### config.mk
export PLATFORM = sky130hd
export DESIGN_NAME = rtc_read_sequencer_flat
export DESIGN_NICKNAME = d
export VERILOG_FILES = /design/src/rtl/rtc_pkg.sv /design/src/rtl/rtc_read_sequencer_if.sv /design/src/rtl/rtc_bus_phase_timer.sv /design/src/rtl/rtc_read_sequencer.sv /design/src/flat_wrapper.sv
export SDC_FILE = /design/constraint.sdc
export NUM_CORES = 1
export LEC_CHECK = 0
export ABC_AREA = 1
export CAP_MARGIN = 15
export CORE_MARGIN = 1
export CORE_UTILIZATION = 27
export CTS_BUF_LIST = sky130_fd_sc_hd__clkbuf_4
export CTS_CLUSTER_DIAMETER = 60
export CTS_CLUSTER_SIZE = 40
export DETAILED_ROUTE_END_ITERATION = 8
export DONT_BUFFER_PORTS = 1
export PLACE_DENSITY = 0.43
export SKIP_LAST_GASP = 1
export SLEW_MARGIN = 30
export SYNTH_ARGS = -nofsm -noshare
export SYNTH_HDL_FRONTEND = slang
export SYNTH_SLANG_ARGS = --single-unit
export TNS_END_PERCENT = 50
### constraint.sdc
create_clock -name clk -period 4.14 [get_ports clk]
set_clock_uncertainty 0.1 [all_clocks]
set_input_delay 0.828 -clock clk [delete_from_list [all_inputs] [get_ports clk]]
set_output_delay 0.828 -clock clk [all_outputs]
set_load 0.005 [all_outputs]
### src/rtl/rtc_pkg.sv
// Shared types and constants for the RTC read sequencer: FSM states, field indices, RTC register map.
// Also holds the BCD validity helper used when the RTC_SEQ_BCD_CHECK_EN build is selected.
package rtc_pkg;

  typedef enum logic [2:0] {
    IDLE  = 3'd0,
    ADDR  = 3'd1,
    READ  = 3'd2,
    RECOV = 3'd3,
    LATCH = 3'd4
  } state_t;

  localparam int N_FIELDS = 6;

  localparam logic [2:0] F_SEC   = 3'd0;
  localparam logic [2:0] F_MIN   = 3'd1;
  localparam logic [2:0] F_HOUR  = 3'd2;
  localparam logic [2:0] F_DATE  = 3'd3;
  localparam logic [2:0] F_MONTH = 3'd4;
  localparam logic [2:0] F_YEAR  = 3'd5;

  // RTC register addresses, indexed by field number.
  localparam logic [7:0] ADDR_TABLE [N_FIELDS] = '{8'h21, 8'h22, 8'h23, 8'h24, 8'h25, 8'h26};

  function automatic logic is_bcd(input logic [7:0] b);
    return (b[7:4] <= 4'd9) && (b[3:0] <= 4'd9);
  endfunction

endpackage

### src/rtl/rtc_read_sequencer_if.sv
// Bus bundle between the sequencer (master) and its environment: RTC A/D bus plus field-register outputs.
// master = sequencer side, slave = RTC/display side.
interface rtc_read_sequencer_if;
  logic       start;
  logic [7:0] ad_in;
  logic [7:0] ad_out;
  logic       ad_oe;
  logic       cs_n;
  logic       rd_n;
  logic       ale;
  logic [7:0] dseg;
  logic [5:0] en_deco;
  logic       act;
  logic       busy;
  logic       done;
  logic       bcd_err;

  modport master (
    input  start, ad_in,
    output ad_out, ad_oe, cs_n, rd_n, ale, dseg, en_deco, act, busy, done, bcd_err
  );

  modport slave (
    output start, ad_in,
    input  ad_out, ad_oe, cs_n, rd_n, ale, dseg, en_deco, act, busy, done, bcd_err
  );
endinterface

### src/rtl/rtc_bus_phase_timer.sv
// Loadable down-counter timing one bus phase; phase_last flags the final cycle of a T_PH-cycle phase.
// Load takes effect next cycle (count = T_PH-1); no backpressure.
module rtc_bus_phase_timer #(
  parameter int T_PH = 4
) (
  input  logic clk,
  input  logic reset,
  input  logic i_load,
  output logic o_phase_last
);

  localparam int W = (T_PH > 1) ? $clog2(T_PH) : 1;
  localparam logic [W-1:0] LOAD_VAL = W'(T_PH - 1);

  logic [W-1:0] r_cnt;

  always_ff @(posedge clk) begin
    if (reset) begin
      r_cnt <= '0;
    end else if (i_load) begin
      r_cnt <= LOAD_VAL;
    end else begin
      r_cnt <= r_cnt - W'(1);
    end
  end

  assign o_phase_last = (r_cnt == '0);

endmodule

### src/rtl/rtc_read_sequencer.sv
// Reads the six RTC time/date bytes over the muxed A/D bus and strobes each into its field register (optional RTC_SEQ_BCD_CHECK_EN).
// Latency 3*T_PH+1 cycles per field, 6 fields per frame; no backpressure, start ignored while busy.
module rtc_read_sequencer
  import rtc_pkg::*;
#(
  parameter int T_PH = 4
) (
  input logic                  clk,
  input logic                  reset,
  rtc_read_sequencer_if.master bus
);

  state_t     r_state;
  logic [2:0] r_idx;
  logic [7:0] r_dseg;
  logic [7:0] r_ad_out;
  logic [5:0] r_en_deco;
  logic       r_act;
  logic       r_done;
  logic       r_bcd_err;
  logic       r_cs_n;
  logic       r_rd_n;
  logic       r_ale;
  logic       r_ad_oe;
  logic       r_busy;

  logic       w_in_phase;
  logic       w_phase_last;
  logic       w_load;
  logic       w_deliver;
  logic [2:0] w_idx_nxt;

  assign w_in_phase = (r_state == ADDR) || (r_state == READ) || (r_state == RECOV);
  // Timer reloads on every phase boundary and idles loaded outside the timed phases.
  assign w_load     = !w_in_phase || w_phase_last;
  assign w_idx_nxt  = r_idx + 3'd1;

`ifdef RTC_SEQ_BCD_CHECK_EN
  assign w_deliver = is_bcd(r_dseg);
`else
  assign w_deliver = 1'b1;
`endif

  rtc_bus_phase_timer #(.T_PH(T_PH)) u_timer (
    .clk          (clk),
    .reset        (reset),
    .i_load       (w_load),
    .o_phase_last (w_phase_last)
  );

  always_ff @(posedge clk) begin
    if (reset) begin
      r_state   <= IDLE;
      r_idx     <= F_SEC;
      r_dseg    <= 8'h00;
      r_ad_out  <= 8'h00;
      r_en_deco <= 6'h00;
      r_act     <= 1'b0;
      r_done    <= 1'b0;
      r_bcd_err <= 1'b0;
      r_cs_n    <= 1'b1;
      r_rd_n    <= 1'b1;
      r_ale     <= 1'b0;
      r_ad_oe   <= 1'b0;
      r_busy    <= 1'b0;
    end else begin
      r_act     <= 1'b0;
      r_en_deco <= 6'h00;
      r_done    <= 1'b0;
      r_bcd_err <= 1'b0;
      case (r_state)
        IDLE: begin
          if (bus.start) begin
            r_state  <= ADDR;
            r_idx    <= F_SEC;
            r_busy   <= 1'b1;
            r_cs_n   <= 1'b0;
            r_ale    <= 1'b1;
            r_ad_oe  <= 1'b1;
            r_ad_out <= ADDR_TABLE[F_SEC];
          end
        end
        ADDR: begin
          if (w_phase_last) begin
            r_state  <= READ;
            r_ale    <= 1'b0;
            r_ad_oe  <= 1'b0;
            r_ad_out <= 8'h00;
            r_rd_n   <= 1'b0;
          end
        end
        READ: begin
          if (w_phase_last) begin
            r_state <= RECOV;
            r_dseg  <= bus.ad_in;
            r_cs_n  <= 1'b1;
            r_rd_n  <= 1'b1;
          end
        end
        RECOV: begin
          // Outputs for LATCH are decided here so they are registered on entry.
          if (w_phase_last) begin
            r_state   <= LATCH;
            r_act     <= w_deliver;
            r_en_deco <= w_deliver ? (6'b000001 << r_idx) : 6'h00;
            r_done    <= (r_idx == F_YEAR);
            r_bcd_err <= !w_deliver;
          end
        end
        LATCH: begin
          if (r_idx == F_YEAR) begin
            r_state <= IDLE;
            r_busy  <= 1'b0;
          end else begin
            r_state  <= ADDR;
            r_idx    <= w_idx_nxt;
            r_cs_n   <= 1'b0;
            r_ale    <= 1'b1;
            r_ad_oe  <= 1'b1;
            r_ad_out <= ADDR_TABLE[w_idx_nxt];
          end
        end
        default: r_state <= IDLE;
      endcase
    end
  end

  assign bus.ad_out  = r_ad_out;
  assign bus.ad_oe   = r_ad_oe;
  assign bus.cs_n    = r_cs_n;
  assign bus.rd_n    = r_rd_n;
  assign bus.ale     = r_ale;
  assign bus.dseg    = r_dseg;
  assign bus.en_deco = r_en_deco;
  assign bus.act     = r_act;
  assign bus.busy    = r_busy;
  assign bus.done    = r_done;
  assign bus.bcd_err = r_bcd_err;

endmodule

### src/flat_wrapper.sv
// flat-port wrapper written by rule: the top's interface ports become plain ports
module rtc_read_sequencer_flat import rtc_pkg::*;
#(
  parameter int T_PH = 4
)
  (clk, reset, bus_start, bus_ad_in, bus_ad_out, bus_ad_oe, bus_cs_n, bus_rd_n, bus_ale, bus_dseg, bus_en_deco, bus_act, bus_busy, bus_done, bus_bcd_err);
  rtc_read_sequencer_if bus_i ();
  input logic clk;
  input logic reset;
  input wire logic [$bits(bus_i.start)-1:0] bus_start;
  input wire logic [$bits(bus_i.ad_in)-1:0] bus_ad_in;
  output wire logic [$bits(bus_i.ad_out)-1:0] bus_ad_out;
  output wire logic [$bits(bus_i.ad_oe)-1:0] bus_ad_oe;
  output wire logic [$bits(bus_i.cs_n)-1:0] bus_cs_n;
  output wire logic [$bits(bus_i.rd_n)-1:0] bus_rd_n;
  output wire logic [$bits(bus_i.ale)-1:0] bus_ale;
  output wire logic [$bits(bus_i.dseg)-1:0] bus_dseg;
  output wire logic [$bits(bus_i.en_deco)-1:0] bus_en_deco;
  output wire logic [$bits(bus_i.act)-1:0] bus_act;
  output wire logic [$bits(bus_i.busy)-1:0] bus_busy;
  output wire logic [$bits(bus_i.done)-1:0] bus_done;
  output wire logic [$bits(bus_i.bcd_err)-1:0] bus_bcd_err;
  assign bus_i.start = bus_start;
  assign bus_i.ad_in = bus_ad_in;
  assign bus_ad_out = bus_i.ad_out;
  assign bus_ad_oe = bus_i.ad_oe;
  assign bus_cs_n = bus_i.cs_n;
  assign bus_rd_n = bus_i.rd_n;
  assign bus_ale = bus_i.ale;
  assign bus_dseg = bus_i.dseg;
  assign bus_en_deco = bus_i.en_deco;
  assign bus_act = bus_i.act;
  assign bus_busy = bus_i.busy;
  assign bus_done = bus_i.done;
  assign bus_bcd_err = bus_i.bcd_err;
  rtc_read_sequencer #(.T_PH(T_PH)) u_core (.clk(clk), .reset(reset), .bus(bus_i));
endmodule
## Word-level counts from Yosys, hierarchy flattened

Memories as Yosys holds them, arrays and structs flattened.
Cells that the tools add are included.

- Flip-flop bits (word level): 36
- Bits in read-only memories: 64
- Input bits: 11
- Output and inout bits: 30
- Word-level logic and storage cells: 78
- Memories kept: 1

Memory list:

| name | words | width | read ports | clocked after Yosys merged registers in | wr ports | RTL line | text |
|---|---|---|---|---|---|---|---|
| (no name shown) | 8 | 8 | 1 | 0 | 0 | rtc_read_sequencer.sv:120 | `r_ad_out <= ADDR_TABLE[w_idx_nxt];` |

- Add/sub/neg operators: 2
- Magnitude comparators: 1
- Equality and inequality tests: 11
- Shifts and indexed selects: 1
- Mux-type cells: 28
- Bitwise gates (word level): 3
- Reduce and logical (&&, ||, !) cells: 19

Operators by type and width:

| cell | count |
|---|---|
| two-way mux 8 bit | 5 |
| one-hot mux 8 bit (3 select lines) | 1 |
| two-way mux 3 bit | 6 |
| one-hot mux 3 bit (5 select lines) | 1 |
| AND reduction 4 bit | 3 |
| two-way mux 1 bit | 9 |
| AND reduction 3 bit | 3 |
| inequality test 2 x 1 -> 1 bit, second input constant | 4 |
| equality test 3 x 2 -> 1 bit, second input constant | 2 |
| equality test 3 bit, second input constant | 2 |
| one-hot mux 1 bit (3 select lines) | 2 |
| one-hot mux 3 bit (2 select lines) | 1 |
| nonzero test 3 bit | 2 |
| << shifter 1 x 3 -> 6 bit, first input constant | 1 |
| greater-or-equal comparator 4 bit, second input constant | 1 |
| inequality test 2 bit, second input constant | 2 |
| NOT 3 -> 4 bit | 1 |
| one-hot mux 1 bit (2 select lines) | 2 |
| nonzero test 2 bit | 2 |
| adder 3 x 1 -> 3 bit, second input constant | 1 |
| equality test 3 x 1 -> 1 bit, second input constant | 1 |
| zero test 3 bit | 1 |
| logical OR 1 bit | 3 |
| OR reduction 3 bit | 1 |
| other kinds (7) | 8 |

## Depth between registers and ports, before layout

Gate-level depths: netlist of run 1.

- Depth after elaboration: 7
- Gate-level depth with buffers: 10
- Mapped depth without buffers: 10

## By module

From an unflattened synthesis of run 1, not the netlist that was laid out.

- Cells, all modules: 169
- Area total of the unflattened synthesis: 1366.3 sq um

Modules (own cells, without submodules):

| module | instances | cells each | area an instance (sq um) | seq. area each (sq um) |
|---|---|---|---|---|
| rtc_read_sequencer | 1 | 161 | 1292.5 | 600.6 |
| rtc_bus_phase_timer | 1 | 8 | 73.8 | 40.0 |

## Least setup slack after synthesis of run 1

Ideal clock, no wire load.

- Path type: input port to flip-flop
- Start point: in reset
- End point: reg u_core.r_en_deco[3] (netlist: u_core.bus.en_deco[3])
- Library setup time: 64 ps
- Data arrival time: 1505 ps
- Data required time: 3976 ps
- Path slack: 2471 ps
- Cell stages on the path: 6
- Buffers on the path: 1
- Cells stage by stage: buf_6 > inv_1 > nand4_2 > nor2_2 > nand2_1 > nor2_1

- Word-level cells in the longest chain between the ends: 1

RTL lines:

| item | RTL line | text |
|---|---|---|
| start: declaration | flat_wrapper.sv:9 | `input logic reset;` |
| OR reduction 3 bit (no line) | n/a |  |
| end signal: assignment | rtc_read_sequencer.sv:105 | `r_en_deco <= w_deliver ? (6'b000001 << r_idx) : 6'h00;` |
| end: declaration | rtc_read_sequencer.sv:17 | `logic [5:0] r_en_deco;` |

Every way passes these cells.
A chain may end at the register's enable or synchronous reset.

==> flow_summary.yaml, run 1 <==
logic_synthesis:
  synth_top_family_by_area: "simple AND/OR/NAND/NOR gates"
  synthMuxAreaShare_pct: 0
  synthXorXnorAreaFrac_pct: 0.652
  ys_seq_area_share_pct: 47.7
  avgSynthCellArea_um2: 7.99
  synthDistinctLibCells: 24
  synth_simple_gate_area_share_pct: 24.0
  synth_compound_area_share_pct: 10.4
  ys_seq_elements: 32
  yosys.area_share.adder_pct: 4.66
  netlist_instances: 168
  yosys_warnings: 0
  synthesis.area_um2: 1340
sta:
  drv_slew: 0
  fin_crit_sh_pct: 39.9
  rsz0062_at_grt: "false"
  fin_crit_ps: 1650
  max_clock_freq_mhz: 605
  tns_ps: 0
  setup_viol: 0
  finalHoldViolations: 0
clock_network:
  clock_path_buffers: 2
  cts_setup_buffers: 0
  cts_sinks: 32
  cts_tree: "built"
  ctsResizeCount: 0
  cts.clk_slew.worst_paths_ps: 90
  root_buffer: "clkbuf_4"
  clock_latency_ps: 330
  htree_levels: 2
  cts_made_buffers: 5
  cts_hold_buf: 0
setup_path:
  cp_max_fo: 3
  required_ps: 3210
  critPathLaunchType: "register"
  cp.depth: 0
  critPathKind: "reg2out"
  crit_end: "bus_ad_oe"
  r2r_cells: 10
  setup.worst_path.end_class: "output pin"
  arrival_ps: 720
  r2r-start: "u_core.r_idx[1]$_SDFFE_PP0P_"
  rr_endpoint: "u_core.bus.ad_out[1]$_SDFFE_PP0P_"
  critPathLaunch: "u_core.bus.ale$_SDFFE_PP0P_"
  rrSetupSlack_ps: 2540
detailed_routing:
  wire_per_inst_um: 10.6
  drc: 0
  firstDrtPassIters: 4
  detail-route-antenna-nets: 0
  vias: 991
  via_per_inst: 4.18
  totalWireLength_um: 2510
  drtIter0Drc: 49
grt:
  gr-total-overflow: 0
  grt_max_degree: 19
  grt_pass1_wl_um: 4310
  grt.total_usage_pct: 10.8
  grt_pass1_vias: 977
  antenna_found_initial: 0
final_layout:
  layout_common_cells: "nand2_1, dfxtp_1, inv_1, a21oi_1, nor2_1"
  fin_nets: 185
  area_growth_pct: 5.03
  diodes: 0
  layout_commonest_cell: "nand2_1"
  drive_gt1_share_pct: 14.1
  final_cell_count_no_fill: 237
floorplanning:
  die_area_um2: 5260
  core_um2: 4750
  placementRows: 25
  pin_count: 41
  fp.dieH_um: 72.5
  initial_utilization_pct: 28.2
  die_w_um: 72.5
placement:
  port_buffers: 0
  dp_hpwl_um: 1870
  dp_cells: 229
  gp_congestion: 0.790
power_and_ir_drop:
  max-vdd-ir-drop_uv: 153
  powerDensity_nw_per_um2: 420
  p_leak_nw: 0.630
run:
  cap_viol_max_count: 0
min_path:
  hp-class: "reg2reg"
status:
  status: "finished, final reports clean"
==> per-stage QoR <==
stage / utilization, % / hold slack, ps / instance area, um^2 / power [W] / setup slack [ps]
CTS: 29.7 / 389 / 1410 / 0.000606 / 2460
detailed placement: 28.6 / 373 / 1360 / 0.000436 / 2420
floorplan: - / 344 / 1360 / 0.000425 / 2470
global route: 29.7 / 410 / 1410 / 0.000636 / 2380
global placement: 28.6 / 370 / 1360 / 0.000436 / 2440
finish: 29.7 / 386 / 1410 / 0.000592 / 2490
==> worst min path at each step <==
stage	from	to	cells past startpoint
floorplan	u_core.r_idx[0]$_SDFFE_PP0P_	u_core.bus.en_deco[2]$_SDFF_PP0_	1
global placement	u_core.bus.dseg[3]$_SDFFE_PP0P_	u_core.bus.dseg[3]$_SDFFE_PP0P_	2
detailed placement	u_core.bus.dseg[2]$_SDFFE_PP0P_	u_core.bus.dseg[2]$_SDFFE_PP0P_	2
CTS	u_core.bus.dseg[0]$_SDFFE_PP0P_	u_core.bus.dseg[0]$_SDFFE_PP0P_	2
global route	u_core.bus.dseg[0]$_SDFFE_PP0P_	u_core.bus.dseg[0]$_SDFFE_PP0P_	2
finish	u_core.bus.dseg[0]$_SDFFE_PP0P_	u_core.bus.dseg[0]$_SDFFE_PP0P_	2
==> synth_stat cells <==
master / n / area, um^2
buf_6: 3 / 33.8
nand4_1: 1 / 6.26
o21bai_1: 1 / 7.51
nand3b_2: 1 / 11.3
xor2_1: 1 / 8.76
nand4_2: 1 / 12.5
ha_1: 5 / 62.6
a21oi_1: 18 / 90.1
conb_1: 1 / 3.75
nand3_1: 6 / 30.0
o211ai_1: 1 / 7.51
nor3_1: 1 / 5.00
o21ai_1: 1 / 5.00
dfxtp_1: 32 / 641
o21ai_0: 6 / 30.0
nor2_2: 4 / 25.0
nand2_1: 38 / 143
buf_4: 6 / 45.0
nand2_2: 6 / 37.5
nor2_1: 11 / 41.3
inv_2: 4 / 15.0
inv_1: 18 / 67.6
clkbuf_1: 1 / 3.75
nand3_2: 1 / 10.0
==> routing by layer <==
layer,global-route usage (%),share of wire (%)
met1,13.6,46
met2,16.7,44
met3,4.03,7.5
met4,4.58,1.7
met5,0,0
==> kinds of logic (layout without fill, tap and decap cells) <==
group / Yosys count / in the layout
simple gates: 70 / 70
xor+xnor: 1 / 1
other cells: 1 / 5
compound gates: 27 / 27
flops: 32 / 32
fa+ha+maj: 5 / 5
buf+inv: 32 / 30
==> power by group <==
group          switching (W)  internal (W)
logic              0.0000508     0.0000287
registers          0.0000190      0.000328
clock network       0.000104     0.0000622
total               0.000174      0.000419
==> flip-flops by register name (all words and copies together) (netlist names) <==
register and cells:
u_core.bus.act 1, u_core.bus.rd_n 1, u_core.bus.cs_n 1, u_core.bus.ale 1, u_core.bus.busy 1, u_core.u_timer.r_cnt 2, u_core.r_state 3, u_core.bus.ad_out 4
u_core.bus.done 1, u_core.bus.dseg 8, u_core.bus.en_deco 6, u_core.r_idx 3
==> cell type report <==
type,instances,area (um^2)
fill,529,3340
clock inverter,3,13.8
sequential,32,641
multi-input combinational,108,552
clock buffer,5,37.5
tap,67,83.8
inverter,22,82.6
(Power assumes the default switching activity.)
==> run 2, diff against run 1 <==
clock period = 1.6 ns   (was 4.14 ns; I/O delays follow)
==> run 2 against run 1 <==
  * Total power grew to 2.6 times the previous value
  * Count of clock-buffer cells in the layout is the same
  * Via count grew 2.6%
  * Cell count grew 1.7%
  * Wire length grew 2.0%
  * Sequential share of layout area shrank 1.2 points
  * Critical path depth grew 10
  * Die area is the same
  * Largest power group unchanged
  * Critical endpoint is now u_core.bus.ad_out[1]$_SDFFE_PP0P_
  * First-iteration DRC count shrank 41%
  * Worst hold slack lost 350 ps
  * Sequential power grew to 2.6 times the previous value
  * Critical path type is now reg2reg
  * Global-route usage grew 0.35 points
==> flow_summary.yaml, run 2 (same netlist as run 1, synthesis figures left out) <==
power_and_ir_drop:
  powerDensity_nw_per_um2: 1050
  max-vdd-ir-drop_uv: 419
  p_leak_nw: 0.647
clock_network:
  cts_made_buffers: 5
  cts_sinks: 32
  cts_setup_buffers: 0
  clock_path_buffers: 2
  clock_latency_ps: 320
  cts.clk_slew.worst_paths_ps: 90
  root_buffer: "clkbuf_4"
  htree_levels: 2
  cts_tree: "built"
floorplanning:
  core_um2: 4750
  initial_utilization_pct: 28.2
  pin_count: 41
  fp.dieH_um: 72.5
  placementRows: 25
  die_area_um2: 5260
  die_w_um: 72.5
detailed_routing:
  detail-route-antenna-nets: 0
  vias: 1017
  drtIter0Drc: 29
  drc: 0
  totalWireLength_um: 2560
  firstDrtPassIters: 4
  via_per_inst: 4.22
  wire_per_inst_um: 10.6
setup_path:
  rr_endpoint: "u_core.bus.ad_out[1]$_SDFFE_PP0P_"
  setup.worst_path.end_class: "register"
  arrival_ps: 1570
  critPathKind: "reg2reg"
  required_ps: 1690
  critPathLaunchType: "register"
  cp_max_fo: 5
  r2r_cells: 10
  r2r-start: "u_core.r_idx[1]$_SDFFE_PP0P_"
  rrSetupSlack_ps: 120
sta:
  fin_crit_sh_pct: 92.6
  relSlewSlack_pct: 56.9
  finalHoldViolations: 0
  tns_ps: 0
  rsz0062_at_grt: "true"
  hold_slack_ps: 33.4
  fin_crit_ps: 1480
  drv_slew: 0
  max_clock_freq_mhz: 675
  setup_viol: 0
  worst_pin_slew_ps: 645
final_layout:
  multi_input_area_um2: 557
  diodes: 0
  layout_common_cells: "nand2_1, dfxtp_1, inv_1, a21oi_1, nor2_1"
  n_fill_cell: 537
  layout_commonest_cell: "nand2_1"
  area_growth_pct: 8.01
  drive_gt1_share_pct: 15.5
  ff_latch_area_um2: 642
  final_util_pct: 30.5
  fin_nets: 190
  largest_reg_flops: 8
grt:
  grt_max_degree: 18
  gr-total-overflow: 0
  grt.total_usage_pct: 11.2
  grt_pass1_vias: 1003
  grt_pass1_wl_um: 4470
  antenna_found_initial: 0
run:
  cap_viol_max_count: 0
min_path:
  hp-class: "in2reg"
  min_delay_path_depth: 2
  min_to: "u_core.bus.dseg[5]$_SDFFE_PP0P_"
  hold_start: "bus_ad_in[5]"
status:
  status: "finished, final reports clean"
placement:
  port_buffers: 0
  gp_congestion: 0.846
  dp_hpwl_um: 1930
-- run 2: cell type report --
class / count / area share (%)
flip-flops and latches: 32 / 44.3
multi-input cells: 108 / 38.4
well taps: 67 / 5.78
inverters: 22 / 5.69
repair buffers: 5 / 2.76
clock buffers: 5 / 2.59
clock inverters: 2 / 0.518
-- run 2: repair_timing --
action	in CTS	in global routing
resized for setup	0	3
hold buffers	1	0
setup endpoints to repair	0	6
endpoints found under the hold margin	17	0
-- run 2: metal layers --
metal / GRT usage (%) / share of wire, % / wire length, um / vias up
met4: 4.58 / 1.1 / 27 / 0
li1: - / - / - / 529
met3: 5.00 / 7.1 / 181 / 5
met2: 17.7 / 48 / 1230 / 35
met5: 0 / 0 / 0 / -
met1: 13.2 / 44 / 1130 / 448
-- run 2: metrics by stage --
step | worst slack [ps] | cells | cell area (um^2) | power (W)
4_1_cts | 41.5 | 241 | 1440 | 0.00155
3_3_place_gp | 145 | 233 | 1390 | 0.00113
2_1_floorplan | 149 | 172 | 1360 | 0.00110
3_5_place_dp | 117 | 233 | 1390 | 0.00113
6_report | 118 | 241 | 1450 | 0.00153
5_1_grt | -35.1 | 241 | 1450 | 0.00164
-- run 2: power breakdown --
part           internal [W]  switching (W)  leakage, nW
sequential         0.000848      0.0000498        0.261
combinational     0.0000815       0.000145        0.359
clock              0.000153       0.000248       0.0261
-- run 2: worst max-delay path by stage --
stage / start / to / slack (ps) / depth (start not counted)
finish: u_core.r_idx[1]$_SDFFE_PP0P_ / u_core.bus.ad_out[1]$_SDFFE_PP0P_ / 120 / 10
global placement: u_core.r_idx[1]$_SDFFE_PP0P_ / u_core.bus.ad_out[1]$_SDFFE_PP0P_ / 140 / 10
detailed placement: u_core.r_idx[1]$_SDFFE_PP0P_ / u_core.bus.ad_out[2]$_SDFFE_PP0P_ / 120 / 10
global route: u_core.r_idx[1]$_SDFFE_PP0P_ / u_core.bus.ad_out[1]$_SDFFE_PP0P_ / -40 / 10
CTS: u_core.r_idx[1]$_SDFFE_PP0P_ / u_core.bus.ad_out[1]$_SDFFE_PP0P_ / 40 / 10
floorplan: u_core.r_idx[1]$_SDFFE_PP0P_ / u_core.bus.ad_out[1]$_SDFFE_PP0P_ / 150 / 10
-- run 2: critical path, stage by stage (launching register included) --
cell and delay (ps):
dfxtp_2 380, inv_1 80, ha_1 190, nand2_1 80
inv_1 50, nand3_2 80, nand2_2 100, nor2_4 130
nand2_1 60, nand2_1 70, nor2_1 40
